$ cat config.mk
export PLATFORM = sky130hd
export DESIGN_NAME = ram_4x1_array
export DESIGN_NICKNAME = d
export VERILOG_FILES = /design/src/rtl/ram_4x1_pkg.sv /design/src/rtl/ram_4x1_wdec.sv /design/src/rtl/ram_4x1_array.sv
export SDC_FILE = /design/constraint.sdc
export NUM_CORES = 1
export LEC_CHECK = 0
export CELL_PAD_IN_SITES_DETAIL_PLACEMENT = 1
export CELL_PAD_IN_SITES_GLOBAL_PLACEMENT = 2
export CORE_AREA = 2 2 39 41
export CTS_CLUSTER_DIAMETER = 60
export DETAILED_ROUTE_END_ITERATION = 12
export DIE_AREA = 0 0 41 43
export DONT_BUFFER_PORTS = 1
export GPL_ROUTABILITY_DRIVEN = 0
export PLACE_DENSITY_LB_ADDON = 0.1
export SKIP_CTS_REPAIR_TIMING = 1
export SLEW_MARGIN = 20
export SYNTH_ARGS = -nofsm -noshare
export SYNTH_HDL_FRONTEND = slang
export SYNTH_SLANG_ARGS = --single-unit
$ cat constraint.sdc
create_clock -name i_clk -period 0.9 [get_ports i_clk]
set_input_delay 0.135 -clock i_clk [delete_from_list [all_inputs] [get_ports i_clk]]
set_output_delay 0.135 -clock i_clk [all_outputs]
set_load 0.05 [all_outputs]
$ cat src/rtl/ram_4x1_pkg.sv
// Shared sizing and types for the 4x1 scratch RAM.
// The top-level build option is the macro RAM_4X1_ARRAY_REG_OUT_EN (see ram_4x1_array).
package ram_4x1_pkg;

  localparam int DEPTH  = 4;
  localparam int ADDR_W = 2;
  localparam int DATA_W = 1;

  typedef logic [ADDR_W-1:0] addr_t;
  typedef logic [DATA_W-1:0] word_t;

endpackage

$ cat src/rtl/ram_4x1_wdec.sv
// One-hot write-enable decoder for the 4x1 RAM: at most one word load enable,
// and only while the write enable is high.
module ram_4x1_wdec
  import ram_4x1_pkg::*;
(
  input  logic              i_we,
  input  logic [ADDR_W-1:0] i_addr,
  output logic [DEPTH-1:0]  o_wen
);

  // An unknown address compares false everywhere, so no word gets loaded.
  always_comb begin
    o_wen = {DEPTH{1'b0}};
    for (int k = 0; k < DEPTH; k++) begin
      if (i_we && (i_addr == ADDR_W'(k))) begin
        o_wen[k] = 1'b1;
      end else begin
        o_wen[k] = 1'b0;
      end
    end
  end

endmodule

$ cat src/rtl/ram_4x1_array.sv
// 4-word x 1-bit single-port RAM: synchronous write, combinational read.
// Build option RAM_4X1_ARRAY_REG_OUT_EN registers dout (1-cycle read-before-write latency).
module ram_4x1_array
  import ram_4x1_pkg::*;
(
  input  logic              i_clk,
  input  logic              i_rst,
  input  logic              i_we,
  input  logic [ADDR_W-1:0] i_addr,
  input  logic [DATA_W-1:0] i_din,
  output logic [DATA_W-1:0] o_dout
);

  logic [DEPTH-1:0][DATA_W-1:0] r_mem;
  logic [DEPTH-1:0]             w_wen;
  logic [DATA_W-1:0]            w_rd_word;

  ram_4x1_wdec u_wdec (
    .i_we   (i_we),
    .i_addr (i_addr),
    .o_wen  (w_wen)
  );

  // Per-word storage; reset clears every word without waiting for a clock edge.
  always_ff @(posedge i_clk or posedge i_rst) begin
    if (i_rst) begin
      r_mem <= {(DEPTH*DATA_W){1'b0}};
    end else begin
      for (int k = 0; k < DEPTH; k++) begin
        if (w_wen[k]) begin
          r_mem[k] <= i_din;
        end
      end
    end
  end

  assign w_rd_word = r_mem[i_addr];

`ifdef RAM_4X1_ARRAY_REG_OUT_EN
  logic [DATA_W-1:0] r_dout;

  // Samples the pre-write word, so a same-address write shows up one cycle later.
  always_ff @(posedge i_clk or posedge i_rst) begin
    if (i_rst) begin
      r_dout <= {DATA_W{1'b0}};
    end else begin
      r_dout <= w_rd_word;
    end
  end

  assign o_dout = r_dout;
`else
  assign o_dout = w_rd_word;
`endif

endmodule

== Word level (Yosys, flattened, before mapping) ==
Index checks and enable logic that the tools add are counted.

* Logic and storage cells: 19
* Register bits after elaboration: 4
* Memories kept: 0
* RAM bits: 0
* Bits in read-only memories: 0
* Output and inout bits: 1
* Latch bits: 0
* Input port bits: 6

* Multiply operators: 0
* Order comparisons: 1
* Bitwise logic cells: 0
* Div/mod/pow operators: 0
* Add/sub/neg operators: 0
* Shift-type cells: 0
* Eq/ne operators: 3
* Muxes and demuxes: 6
* Reduce and logical (&&, ||, !) cells: 5

{| class="wikitable"
|+ Operator list
! kind !! count
|-
| $mux 1 || 5
|-
| $eq 2x2->1 const B || 2
|-
| $logic_and 1x1->1 || 4
|-
| $lt 2x3->1 const B || 1
|-
| $bmux 1 s2 || 1
|-
| $eq 2x1->1 const B || 1
|-
| $logic_not 2->1 || 1
|}

== Logic depth before layout (Yosys ltp) ==
* Depth in word-level cells: 3
* Gate-level depth with buffers: 2
* Mapped depth without buffers: 2

== By module ==
A second synthesis with hierarchy kept.

* Cells, all modules: 14
* Area total of the unflattened synthesis: 209.0 sq um

{| class="wikitable"
|+ Modules (own cells, without submodules)
! module !! sequential area each (sq um) !! instances !! cells an instance !! area an instance (sq um)
|-
| ram_4x1_array || 100.1 || 1 || 10 || 171.4
|-
| ram_4x1_wdec || 0.0 || 1 || 4 || 37.5
|}

== Worst setup path before layout ==
Ideal clock, no wire load.

* Path kind: reg2out
* Start: register r_mem[3] (netlist name)
* End: output o_dout
* Required time: 0.765 ns
* Slack: -0.205 ns
* Path buffers: 0
* Stages on the path, launching flop included: 2
* Arrival time: 0.970 ns
* Cells stage by stage: dfrtp_1 > mux4_2

* Cells in the longest elaborated chain, start to end: 2

{| class="wikitable"
|+ RTL lines
! element !! RTL line !! text
|-
| start, declared || ram_4x1_array.sv:14 || <nowiki>logic [DEPTH-1:0][DATA_W-1:0] r_mem;</nowiki>
|-
| start signal, assigned || ram_4x1_array.sv:27 || <nowiki>r_mem <= {(DEPTH*DATA_W){1'b0}};</nowiki>
|-
| start signal, assigned by index || ram_4x1_array.sv:31 || <nowiki>r_mem[k] <= i_din;</nowiki>
|-
| $bmux 1 s2 || ram_4x1_array.sv:37 || <nowiki>assign w_rd_word = r_mem[i_addr];</nowiki>
|-
| $mux 1 (not written as such) || ram_4x1_array.sv:37 ||
|-
| end, declared || ram_4x1_array.sv:11 || <nowiki>output logic [DATA_W-1:0] o_dout</nowiki>
|}

No other way between the ends. The select of a mux whose other input is x is not followed.

== Final worst setup path ==
Ends and elaborated chain as after synthesis.

==> flow_summary.toml <==
[timing]
timing.slew.headroom = 0.816
finalCritPeriodShare = 1.53
worst_slack_ps = -475
setup_viol = 1
fmax_mhz = 727
fin_crit_ps = 1370
worstMarginPinSlew_ps = 277
fin_tns_setup_ps = -475
rsz0062_at_grt = "true"
worst_hold_slack_ps = 47.7
slew_viol_final = 0
hold_viol_final = 0
fin_worst_skew_ps = 0

[clock_network]
numCtsBuffers = 3
htree_levels = 1
cts.path.max_buffers = 2
clk_latency_ps = 230
cts_tree = "built"
cts-root-buf = "clkbuf_4"
cts.sinks = 4
clkTransAtPathRegs_ps = 30

[route]
route.vias.total = 136
met1_length_um = 134
post_drt_via_cell_ratio = 4.00
dr_wl_met3_um = 80
routed_wl_um = 392
firstDrtPassIters = 1
met2_length_um = 172
wl_per_cell_um = 11.5
antenna_left = 0
top_layer = "met4"
drt_first_iter_violations = 0
drc = 0

[cells_and_area]
fin_nets = 26
area_growth_pct = 26.4
largest_reg_flops = 4
top_register = "r_mem"
drive_gt1_frac = 0.389
reg_top3 = "r_mem: 4 flops"
final_cells = 34
n_antenna_cell = 0

[floorplanning]
fp-row-count = 14
die_height_um = 43
initial_utilization = 0.144
fp.coreArea_mm2 = 0.00138
io_pins = 7
die_area_mm2 = 0.00176
die_w_um = 41

[hold_path]
holdCritPathClass = "input pin to flip-flop"

[status]
violations = "setup timing"
status = "complete, but fails checks"

[global_routing]
grt_start_max_net_pins = 6
grt_pass1_wl_um = 655
grt_pass1_vias = 154
antenna_found_initial = 0
grt_use_total = 0.0616
globalRouteOverflowTotal = 0

[placed_design]
place_inst = 30
port_buffers = 0

[setup_path]
end_kind = "output pin"
cp.required_ps = 760
worstSetupPathType = "flip-flop to output pin"
critPathTopFamily = "multiplexers"
slowest_stage = "mux4_2"
cp_max_fo = 2
start_kind = "flip-flop"
path_buf_inv = 0
max_stage_delay_ps = 640
worstPathArrival_ps = 1240
path_cells = "mux4_2"

[synth]
synth_cell_types = 8
avgSynthCellArea_um2 = 14.2
yosys_warnings = 0
ys_seq_area_frac = 0.503
syn_area_um2 = 199
ys_ff_latch = 4
synth_nets = 20
synth_cells = 14

[pwr]
p_leak_nw = 0.0989
peakVddDrop_mv = 0.709
p_per_area_mw_per_mm2 = 2180

[job]
maxCapViolCount = 0
## routing by layer
metal / vias to the layer above / global-route usage
li1: 61 / -
met1: 67 / 0.0621
met2: 6 / 0.0656
met3: 2 / 0.0628
met4: 0 / 0.0600
met5: - / 0
## worst paths after layout
kind                       depth (start not counted)     start        to  slack [ps]
min                                                1     i_din  r_mem[1]          50
min reg2reg                                        1  r_mem[1]  r_mem[1]         490
max                                                1  r_mem[3]    o_dout        -470
min in group asynchronous                          2     i_rst  r_mem[0]         230
max reg2reg                                        1  r_mem[1]  r_mem[1]         130
max in group asynchronous                          2     i_rst  r_mem[2]         520
## Yosys cell counts
master | count | area share
nand3_1 | 1 | 0.025
nor3b_1 | 1 | 0.038
mux2_2 | 3 | 0.17
inv_1 | 1 | 0.019
mux4_2 | 1 | 0.11
dfrtp_1 | 4 | 0.50
mux2_1 | 1 | 0.057
nand3b_1 | 2 | 0.075
## layout make-up
| type | count | area (um^2) |
|---|---|---|
| inverters | 1 | 3.75 |
| clock buffers | 3 | 22.5 |
| fillers | 158 | 1130 |
| well taps | 16 | 20.0 |
| multi-input cells | 9 | 95.1 |
| flip-flops and latches | 4 | 100 |
| repair buffers | 1 | 10.0 |
## stage by stage
| step | util | cell area [um^2] | setup WS, ps | total power, mW |
|---|---|---|---|---|
| after global placement | 0.158 | 219 | -230 | 0.341 |
| after global routing | 0.182 | 251 | -507 | 0.590 |
| after CTS | 0.175 | 241 | -493 | 0.565 |
| after detailed placement | 0.158 | 219 | -241 | 0.341 |
| after floorplan | - | 199 | -205 | 0.325 |
| final | 0.182 | 251 | -475 | 0.548 |
## cells in the final DEF (no fill, tap or decap), drive strengths merged
cell type / n
dfrtp: 4
mux2: 4
clkbuf: 3
nand3b: 2
nand3: 1
nor3b: 1
mux4: 1
inv: 1
dlygate4sd3: 1
## kinds of logic after synthesis
kind of cell	count (synthesis)	share of synthesized area
and+or+nand+nor	4	0.138
buffers and inverters	1	0.0188
DFF	4	0.503
muxes	5	0.340
## where the power goes
part | total (mW) | internal [mW] | switching, mW
clock | 0.210 | 0.148 | 0.0613
combinational | 0.108 | 0.0489 | 0.0592
sequential | 0.231 | 0.215 | 0.0156
Power figures use the tool's default switching activity.
